File: src/rtl/core5_oci_trace_pkg.sv
// Shared trace definitions for the OCI direct-compressed-trace (DCT) path:
// frame/packet geometry, packet record and trace frame encodings.
package core5_oci_trace_pkg;

    localparam int DCT_FRAME_W    = 2;
    localparam int DCT_MAX_FRAMES = 15;
    localparam int DCT_BUF_W      = 30;
    localparam int DCT_CNT_W      = 4;

    localparam logic [DCT_CNT_W-1:0] DCT_CNT_FULL = DCT_CNT_W'(DCT_MAX_FRAMES);

    localparam logic [DCT_FRAME_W-1:0] DCT_FRM_NONE = 2'b00;
    localparam logic [DCT_FRAME_W-1:0] DCT_FRM_SEQ  = 2'b01;
    localparam logic [DCT_FRAME_W-1:0] DCT_FRM_TKN  = 2'b10;
    localparam logic [DCT_FRAME_W-1:0] DCT_FRM_EXC  = 2'b11;

    typedef struct packed {
        logic [DCT_BUF_W-1:0] buffer;
        logic [DCT_CNT_W-1:0] count;
        logic                 ovf;
    } dct_pkt_t;

endpackage

File: src/rtl/core5_oci_dct_outreg.sv
// Single-entry valid/ready holding register for DCT packets. A load is only
// issued while the entry is empty or draining, so load and drain may coincide.
module core5_oci_dct_outreg
    import core5_oci_trace_pkg::*;
(
    input  logic                 clk,
    input  logic                 reset_n,
    input  logic                 load,
    input  logic [DCT_BUF_W-1:0] load_buffer,
    input  logic [DCT_CNT_W-1:0] load_count,
    input  logic                 load_ovf,
    input  logic                 pkt_ready,
    output logic                 pkt_valid,
    output logic [DCT_BUF_W-1:0] pkt_buffer,
    output logic [DCT_CNT_W-1:0] pkt_count,
    output logic                 pkt_ovf
);

    logic     valid_q, valid_d;
    dct_pkt_t pkt_q, pkt_d;

    always_comb begin
        valid_d = valid_q;
        pkt_d   = pkt_q;
        if (load) begin
            valid_d = 1'b1;
            pkt_d   = '{buffer: load_buffer, count: load_count, ovf: load_ovf};
        end else if (pkt_ready) begin
            valid_d = 1'b0;
        end
    end

    always_ff @(posedge clk or negedge reset_n) begin
        if (!reset_n) begin
            valid_q <= 1'b0;
            pkt_q   <= '0;
        end else begin
            valid_q <= valid_d;
            pkt_q   <= pkt_d;
        end
    end

    assign pkt_valid  = valid_q;
    assign pkt_buffer = pkt_q.buffer;
    assign pkt_count  = pkt_q.count;
    assign pkt_ovf    = pkt_q.ovf;

endmodule

File: src/rtl/core5_oci_dct_packer.sv
// Packs 2-bit trace frames into 30-bit DCT packets, double-buffered against the
// consumer. Define CORE5_OCI_DCT_DROP_CNT_EN to add the drop_count output.
module core5_oci_dct_packer
    import core5_oci_trace_pkg::*;
(
    input  logic                   clk,
    input  logic                   reset_n,
    input  logic                   frame_valid,
    input  logic [DCT_FRAME_W-1:0] frame_data,
    input  logic                   flush,
    input  logic                   pkt_ready,
    output logic                   pkt_valid,
    output logic [DCT_BUF_W-1:0]   dct_buffer,
    output logic [DCT_CNT_W-1:0]   dct_count,
    output logic                   pkt_ovf
`ifdef CORE5_OCI_DCT_DROP_CNT_EN
    ,
    output logic [15:0]            drop_count
`endif
);

    logic [DCT_BUF_W-1:0] acc_q, acc_d, acc_nx;
    logic [DCT_CNT_W-1:0] cnt_q, cnt_d, cnt_nx;
    logic                 flush_pend_q, flush_pend_d;
    logic                 ovf_sticky_q, ovf_sticky_d;

    logic                 acc_full, out_free, close, drop, load;
    logic [DCT_BUF_W-1:0] load_buffer;
    logic [DCT_CNT_W-1:0] load_count;

    assign acc_full = (cnt_q == DCT_CNT_FULL);
    assign out_free = !pkt_valid || pkt_ready;
    assign acc_nx   = frame_valid ? {acc_q[DCT_BUF_W-DCT_FRAME_W-1:0], frame_data} : acc_q;
    assign cnt_nx   = cnt_q + DCT_CNT_W'(frame_valid);
    assign close    = (cnt_nx == DCT_CNT_FULL) || ((flush || flush_pend_q) && (cnt_nx != '0));
    assign drop     = acc_full && !out_free && frame_valid;

    always_comb begin
        acc_d        = acc_q;
        cnt_d        = cnt_q;
        flush_pend_d = flush_pend_q;
        ovf_sticky_d = ovf_sticky_q;
        load         = 1'b0;
        load_buffer  = acc_nx;
        load_count   = cnt_nx;
        if (acc_full) begin
            // A full accumulator ships as-is; an incoming frame starts the next packet.
            load_buffer = acc_q;
            load_count  = cnt_q;
            if (out_free) begin
                load         = 1'b1;
                acc_d        = frame_valid ? DCT_BUF_W'(frame_data) : '0;
                cnt_d        = DCT_CNT_W'(frame_valid);
                flush_pend_d = frame_valid && flush;
                ovf_sticky_d = 1'b0;
            end else if (drop) begin
                ovf_sticky_d = 1'b1;
            end
        end else if (close && out_free) begin
            load         = 1'b1;
            acc_d        = '0;
            cnt_d        = '0;
            flush_pend_d = 1'b0;
            ovf_sticky_d = 1'b0;
        end else begin
            acc_d = acc_nx;
            cnt_d = cnt_nx;
            if (close) begin
                flush_pend_d = flush_pend_q || flush;
            end
        end
    end

    always_ff @(posedge clk or negedge reset_n) begin
        if (!reset_n) begin
            acc_q        <= '0;
            cnt_q        <= '0;
            flush_pend_q <= 1'b0;
            ovf_sticky_q <= 1'b0;
        end else begin
            acc_q        <= acc_d;
            cnt_q        <= cnt_d;
            flush_pend_q <= flush_pend_d;
            ovf_sticky_q <= ovf_sticky_d;
        end
    end

    core5_oci_dct_outreg u_outreg (
        .clk         (clk),
        .reset_n     (reset_n),
        .load        (load),
        .load_buffer (load_buffer),
        .load_count  (load_count),
        .load_ovf    (ovf_sticky_q),
        .pkt_ready   (pkt_ready),
        .pkt_valid   (pkt_valid),
        .pkt_buffer  (dct_buffer),
        .pkt_count   (dct_count),
        .pkt_ovf     (pkt_ovf)
    );

`ifdef CORE5_OCI_DCT_DROP_CNT_EN
    logic [15:0] drop_cnt_q, drop_cnt_d;

    always_comb begin
        drop_cnt_d = drop_cnt_q;
        if (drop && (drop_cnt_q != 16'hFFFF)) begin
            drop_cnt_d = drop_cnt_q + 16'd1;
        end
    end

    always_ff @(posedge clk or negedge reset_n) begin
        if (!reset_n) begin
            drop_cnt_q <= '0;
        end else begin
            drop_cnt_q <= drop_cnt_d;
        end
    end

    assign drop_count = drop_cnt_q;
`endif

endmodule

File: config.mk
export PLATFORM = sky130hd
export DESIGN_NAME = core5_oci_dct_packer
export DESIGN_NICKNAME = d
export VERILOG_FILES = /design/src/rtl/core5_oci_trace_pkg.sv /design/src/rtl/core5_oci_dct_outreg.sv /design/src/rtl/core5_oci_dct_packer.sv
export SDC_FILE = /design/constraint.sdc
export NUM_CORES = 1
export LEC_CHECK = 0
export ABC_AREA = 1
export CAP_MARGIN = 40
export CORE_MARGIN = 2
export CORE_UTILIZATION = 52
export CTS_BUF_LIST = sky130_fd_sc_hd__clkbuf_8
export CTS_CLUSTER_DIAMETER = 120
export DETAILED_ROUTE_END_ITERATION = 12
export HOLD_SLACK_MARGIN = 0.02
export PLACE_DENSITY = 0.78
export SYNTH_ARGS = -nofsm -noshare
export SYNTH_HDL_FRONTEND = slang
export SYNTH_HIERARCHICAL = 1
export SYNTH_SLANG_ARGS = --single-unit
File: constraint.sdc
create_clock -name clk -period 2.1 [get_ports clk]
set_input_delay 0.21 -clock clk [delete_from_list [all_inputs] [get_ports clk]]
set_output_delay 0.21 -clock clk [all_outputs]
set_load 0.005 [all_outputs]
==> results by group, run 1 <==
Yosys
  • Syn Nets: 449
  • Yosys warns: 6
  • Yosys reg bits: 72
  • Yosys top cell area share: 0.502
  • Largest cells by area after synthesis: dfrtp_1 (50%), nand2_1 (18%), o21ai_0 (6.7%), inv_1 (4.7%), o22ai_1 (3.1%)
  • Post-Syn Area: 3590 sq um
  • Synth area leader: dfrtp_1
  • Unique masters post-synth: 26
  • Register area share after synthesis: 0.502
  • Synth Instances: 440
  • Synth Area per Inst: 8.16 sq um

Cells and area
  • Design Area, Final: 4360 sq um
  • Fraction of layout cells with a size suffix above 1: 0.134
  • N_diodes: 0
  • Nets: 500
  • Area Overhead vs Synth: 21.5%

Placed design
  • Placed instance area: 4150 sq um
  • Buffers on Ports: 42
  • Setup WS pre-CTS: -0.282 ns
  • GP Congestion: 0.804
  • HPWL after detailed placement: 4.83 mm

Clock network
  • Clock Sinks: 72
  • CTS tree: done
  • Root buf cell: clkbuf_8
  • CTS max path bufs: 2
  • Depth of the CTS H-tree: 3
  • Clk Latency, worst-skew pair: 0.35 ns
  • Clock transition at path regs: 0.07 ns
  • TritonCTS buffer count: 9

Worst setup path
  • Critical path's slowest cell: dfrtp_1
  • Crit path max-delay family: simple AND/OR/NAND/NOR gates
  • Startpoint types: register
  • Critical path data arrival time: 2.26 ns
  • CP Class: register to register
  • CP dominant cell by count: nand2_1
  • Worst-path maximum fanout: 8
  • Worst Path Buf+Inv: 3
  • CP cell instances: ha_1 > ha_1 > inv_1 > nand2_1 > nor2_1 > nand2_1 > nand2_2 > nand3_2 > nand2_2 > inv_6 > buf_4 > nand2_1 > nand2_1
  • Worst Path Required: 2.34 ns
  • Setup crit end kind: register
  • Slowest stage delay, CP: 0.39 ns

Timing
  • Maximum clock rate: 0.495 GHz
  • Slew headroom: 0.741
  • Crit share post-route: 0.962
  • Clock Skew: 0.00683 ns
  • Hold Fails Final Rpt: 0
  • Setup WS post-layout: 0.0804 ns
  • Setup violations, final: 0
  • Least-Margin Pin Slew: 0.389 ns
  • Hold WS: 0.402 ns
  • Crit path time final: 2.02 ns
  • Setup TNS Final: 0 ns
  • Max-slew violation count: 0

Route
  • DRC violations left: 0
  • ANT nets after route: 0
  • Vias: 3013
  • Drt via density: 5.26
  • WL final: 7.74 mm
  • DR iter-0 viols: 239
  • DR WL/cell: 13.5 microns
  • TritonRoute pass-1 iters: 4

Die
  • Die Area: 7590 sq um
  • Die width: 87.1 microns
  • # IOs: 43
  • Core Region: 6760 sq um
  • Starting Density: 0.532
  • Die height: 87.1 microns
  • Rows: 30

Job
  • Max-Cap Viols: 0

Status
  • Status: finished, final reports clean

GRT
  • Layer with the highest usage: met2
  • First-pass GRT wire length: 12.9 mm
  • Largest net degree at the start of global routing: 73
  • Met1 usage: 0.279
  • GRT Util Overall: 0.217
  • Met3 usage: 0.0389
  • Number of global-route vias before repair: 3014
  • Initial antenna violation count: 0
  • Gr ovfl total: 0
  • Met2 Use GR: 0.357

Pwr
  • Leakage: 2.12 nW
  • Power Density: 1250 nW/um^2
  • Maximum vdd ir drop: 579 uV

Min path
  • Hold Crit Class: input port to async pin
## metal layers
layer / routed length (microns) / part of all wire
met5: 0 / 0
met4: 90 / 0.012
met3: 388 / 0.050
met2: 3770 / 0.49
met1: 3500 / 0.45
## through the flow
stage | std cells | total power, mW | util
2_1_floorplan | 440 | 3.53 | -
3_3_place_gp | 556 | 4.28 | 0.614
3_5_place_dp | 556 | 4.37 | 0.614
4_1_cts | 570 | 5.33 | 0.639
5_1_grt | 573 | 5.84 | 0.646
6_report | 573 | 5.44 | 0.646
## power by group
| part | switching, mW | leakage (nW) | internal, mW |
|---|---|---|---|
| Sequential | 0.250 | 0.954 | 1.82 |
| Combinational | 1.31 | 1.07 | 1.11 |
| Clock | 0.481 | 0.0883 | 0.467 |
| Total | 2.04 | 2.12 | 3.40 |
## cells by family (layout without fill, tap and decap cells)
| logic type | after synthesis | in the layout | share of synthesized area |
|---|---|---|---|
| AND/OR/NAND/NOR | 196 | 196 | 0.222 |
| flip-flops | 72 | 72 | 0.502 |
| AO/OA/AOI/OAI | 97 | 97 | 0.171 |
| buffers and inverters | 73 | 126 | 0.0989 |
| adder cells (fa/ha/maj) | 2 | 2 | 0.00697 |
## cells in the mapped netlist (all sizes together)
library cell  instances
buf                  14
nand2               182
nand3                 2
inv                  48
a21oi                 8
o22ai                27
nand3b                1
clkbuf               11
a22oi                 2
ha                    2
o211ai               12
nor2                  7
o21ai                48
nand4                 3
or2                   1
dfrtp                72
## state kept, by name (all words and copies together) (netlist names)
signal	cells
acc_q	30
u_outreg/pkt_buffer	30
cnt_q	4
u_outreg/pkt_count	4
flush_pend_q	1
ovf_sticky_q	1
u_outreg/pkt_ovf	1
u_outreg/pkt_valid	1
## timing repair
| item | 4_1_cts | 5_1_grt |
|---|---|---|
| buffers inserted | 0 | 2 |
| endpoints found under the hold margin | 72 | 0 |
| pin swaps | 0 | 1 |
| hold buffers | 1 | 0 |
| gates resized for setup | 1 | 7 |
| setup endpoints to repair | 16 | 39 |
| cloned | 0 | 1 |
## tightest hold or removal path: cells and delay by family
family / cells / cell delay [ns]
buf+inv: 3 / 0.95
## path summary, 6_finish.rpt
kind,end,from,cells after the start,slack (ns)
worst min-delay path,u_outreg/pkt_buffer[25]$_DFFE_PN0P_,reset_n,3,0.40
min in group clk,u_outreg/pkt_valid$_DFFE_PN0P_,pkt_ready,4,0.46
worst max register to register,u_outreg/pkt_buffer[17]$_DFFE_PN0P_,cnt_q[0]$_DFFE_PN0N_,13,0.08
max in group asynchronous,acc_q[2]$_DFFE_PN0N_,reset_n,3,1.37
worst min register to register,u_outreg/pkt_buffer[10]$_DFFE_PN0P_,u_outreg/pkt_buffer[10]$_DFFE_PN0P_,2,0.47
worst max-delay path,u_outreg/pkt_buffer[17]$_DFFE_PN0P_,cnt_q[0]$_DFFE_PN0N_,13,0.08
## area by class of cell
| cell class | count | area [sq um] |
|---|---|---|
| multi-input combinational | 295 | 1440 |
| clock inverter | 2 | 8.76 |
| sequential | 72 | 1800 |
| fill | 606 | 2390 |
| tap | 80 | 100 |
| timing repair buffer | 64 | 653 |
| inverter | 48 | 198 |
| timing repair inverter | 1 | 8.76 |
| clock buffer | 11 | 151 |
## placed cells by master (no fill, tap or decap), drive strengths merged
| master | instances |
|---|---|
| clkinv | 2 |
| o22ai | 27 |
| dfrtp | 72 |
| nand3 | 2 |
| nand2 | 182 |
| inv | 49 |
| nand3b | 1 |
| dlygate4sd3 | 1 |
| a21oi | 8 |
| clkdlybuf4s50 | 41 |
| ha | 2 |
| nor2 | 7 |
| a22oi | 2 |
| or2 | 1 |
| nand4 | 3 |
| o211ai | 12 |
| buf | 22 |
| clkbuf | 11 |
| o21ai | 48 |
Note: power is estimated with default switching activity, not from simulation.
==> run 2, diff against run 1 <==
- ABC_CLOCK_PERIOD_IN_PS: unset -> 2100
- CORE_MARGIN: 2 -> 10
==> results by group, run 2 (synthesis gave the netlist of run 1 again) <==
Status
  • Status: finished, final reports clean

Cells and area
  • Final cell count without fillers: 580 (+1.2%)
  • Area Overhead vs Synth: 25.3%
  • Nets: 504 (+0.80%)
  • Commonest non-fill, non-tap cell in the layout: nand2_1
  • Fill count: 551 (-9.1%)
  • Post-layout util: 0.666 (+0.0202)
  • N_diodes: 0 (unchanged)
  • Fraction of layout cells with a size suffix above 1: 0.164 (+0.0301)
  • Commonest cells after routing, fill and taps aside: nand2_1 (164), dfrtp_1 (72), o21ai_0 (48)

Worst setup path
  • Setup crit start: cnt_q[0]$_DFFE_PN0N_
  • R2R Setup Slk: 0.09 ns (about the same)
  • Reg2Reg Depth: 15 (+2)
  • CP Class: register to register
  • Slowest stage delay, CP: 0.41 ns (+0.02 ns)
  • Critical path's slowest cell: dfrtp_1
  • Crit path to: acc_q[2]$_DFFE_PN0N_
  • Worst Path Required: 2.31 ns (-0.03 ns)
  • CP cell instances: ha_4 > ha_4 > inv_1 > nand2_1 > nand2_1 > nor2_1 > nand2_1 > nand2_2 > buf_4 > buf_4 > nand2_2 > nand2_2 > inv_2 > buf_12 > o22ai_1
  • Worst-path maximum fanout: 12 (+4)
  • Reg-to-Reg End: acc_q[2]$_DFFE_PN0N_
  • Startpoint types: register
  • Critical path data arrival time: 2.22 ns (-0.04 ns)
  • Setup crit end kind: register
  • Reg-to-reg startpoint: cnt_q[0]$_DFFE_PN0N_

Clock network
  • Depth of the CTS H-tree: 3 (unchanged)
  • Clk Latency, worst-skew pair: 0.34 ns (about the same)
  • Root buf cell: clkbuf_8
  • CTS tree: done
  • Clock Sinks: 72 (unchanged)
  • Clock transition at path regs: 0.07 ns (about the same)
  • CTS max path bufs: 2 (unchanged)
  • TritonCTS buffer count: 9 (unchanged)

Placed design
  • Cell Count Post-Placement: 557 (+0.18%)
  • Setup WS pre-CTS: -0.287 ns (-0.00550 ns)
  • HPWL after detailed placement: 5.28 mm (+9.4%)
  • GP Congestion: 0.832 (+3.4%)
  • Buffers on Ports: 42 (unchanged)

Timing
  • Setup TNS Final: 0 ns (unchanged)
  • Crit share post-route: 0.957 (-0.00480)
  • Maximum clock rate: 0.498 GHz (+0.50%)
  • Max-slew violation count: 0 (unchanged)
  • Least-Margin Pin Slew: 0.523 ns (+0.133 ns)
  • Slew headroom: 0.652 (-0.0890)
  • Crit path time final: 2.01 ns (-0.0101 ns)
  • Hold Fails Final Rpt: 0 (unchanged)
  • RSZ-0062 raised after global routing: yes
  • Clock Skew: 0.00782 ns (+0.000991 ns)
  • Setup violations, final: 0 (unchanged)
  • Setup WS post-layout: 0.0905 ns (+0.0101 ns)

Min path
  • Hold Crit Class: input port to async pin

Die
  • Starting Density: 0.532 (unchanged)
  • Rows: 30 (unchanged)
  • Die width: 103 microns (+18%)
  • Die Area: 10600 sq um (+40%)
  • Core Region: 6760 sq um (unchanged)
  • # IOs: 43 (unchanged)
  • Die height: 103 microns (+18%)

GRT
  • Gr ovfl total: 0 (unchanged)
  • First-pass GRT wire length: 14.0 mm (+8.9%)
  • GRT Util Overall: 0.165 (-0.0525)
  • Number of global-route vias before repair: 3106 (+3.1%)
  • Initial antenna violation count: 0 (unchanged)
  • Largest net degree at the start of global routing: 52 (-29%)

Route
  • TritonRoute pass-1 iters: 5 (+1)
  • Vias: 3075 (+2.1%)
  • ANT nets after route: 0 (unchanged)
  • DR WL/cell: 14.2 microns (+5.4%)
  • DRC violations left: 0 (unchanged)
  • WL final: 8.26 mm (+6.7%)
  • Drt via density: 5.30 (+0.83%)
  • DR iter-0 viols: 138 (-42%)

Pwr
  • Maximum vdd ir drop: 828 uV (+43%)
  • Leakage: 2.15 nW (+1.7%)
  • Power Density: 1300 nW/um^2 (+4.0%)
  • Power after layout: 5.83 mW (+7.2%)

Job
  • Max-Cap Viols: 0 (unchanged)
==> run 2: cell count changes in the layout (fill, tap and decap cells not counted), sizes merged <==
cell and delta:
bufinv +1, inv -1, buf +4, clkinvlp +3
==> run 2: timing repair <==
action | 4_1_cts | 5_1_grt
hold endpoints to repair | 21 | 0
setup buffers | 4 | 1
gates cloned | 1 | 0
gates resized for setup | 6 | 11
pin swaps | 1 | 4
hold buffers | 1 | 0
endpoints found under the setup margin | 26 | 45
==> run 2: worst min-delay path by stage <==
stage / from / to / slack (ns) / cells past startpoint
after floorplan: reset_n / acc_q[0]$_DFFE_PN0N_ / -0.09 / 0
after global placement: reset_n / u_outreg/pkt_buffer[26]$_DFFE_PN0P_ / 0.21 / 1
after detailed placement: reset_n / u_outreg/pkt_buffer[24]$_DFFE_PN0P_ / 0.22 / 1
after CTS: reset_n / acc_q[13]$_DFFE_PN0N_ / 0.40 / 2
after global routing: reset_n / u_outreg/pkt_buffer[19]$_DFFE_PN0P_ / 0.41 / 2
final: reset_n / u_outreg/pkt_buffer[24]$_DFFE_PN0P_ / 0.38 / 2
==> run 2: metal layers <==
layer  global-route usage  routed length [microns]  part of all wire
met5                    0                        0                 0
met4               0.0620                      119             0.014
met3               0.0389                      477             0.058
met2                0.284                     4200              0.51
met1                0.194                     3460              0.42
==> run 2: final cells by class <==
type	instances	area [sq um]	share of cell area
clock buffer	11	151	0.0336
clock inverter	5	55.1	0.0122
inverter	48	200	0.0445
multi-input combinational	295	1490	0.332
sequential	72	1800	0.400
tap	80	100	0.0222
timing repair buffer	68	688	0.153
timing repair inverter	1	11.3	0.00250
==> run 2: metrics by stage <==
step | hold slack (ns) | instance area [sq um]
5_1_grt | 0.412 | 4500
3_3_place_gp | 0.208 | 4150
6_report | 0.383 | 4500
4_1_cts | 0.398 | 4440
3_5_place_dp | 0.222 | 4150
2_1_floorplan | -0.0856 | 3590
==> run 2: worst max-delay path: cells and delay by family (launching register included) <==
kind	cells	cell delay (ns)
buffers and inverters	5	0.60
and+or+nand+nor	7	0.47
DFF	1	0.41
adders and majority gates	2	0.33
AOI/OAI and AO/OA	1	0.07
==> run 2: where the power goes <==
part | switching (mW) | leakage, nW | total [mW] | internal, mW
clock | 0.509 | 0.101 | 1.12 | 0.609
combinational | 1.38 | 1.10 | 2.64 | 1.26
sequential | 0.255 | 0.954 | 2.07 | 1.82
total | 2.14 | 2.15 | 5.83 | 3.69
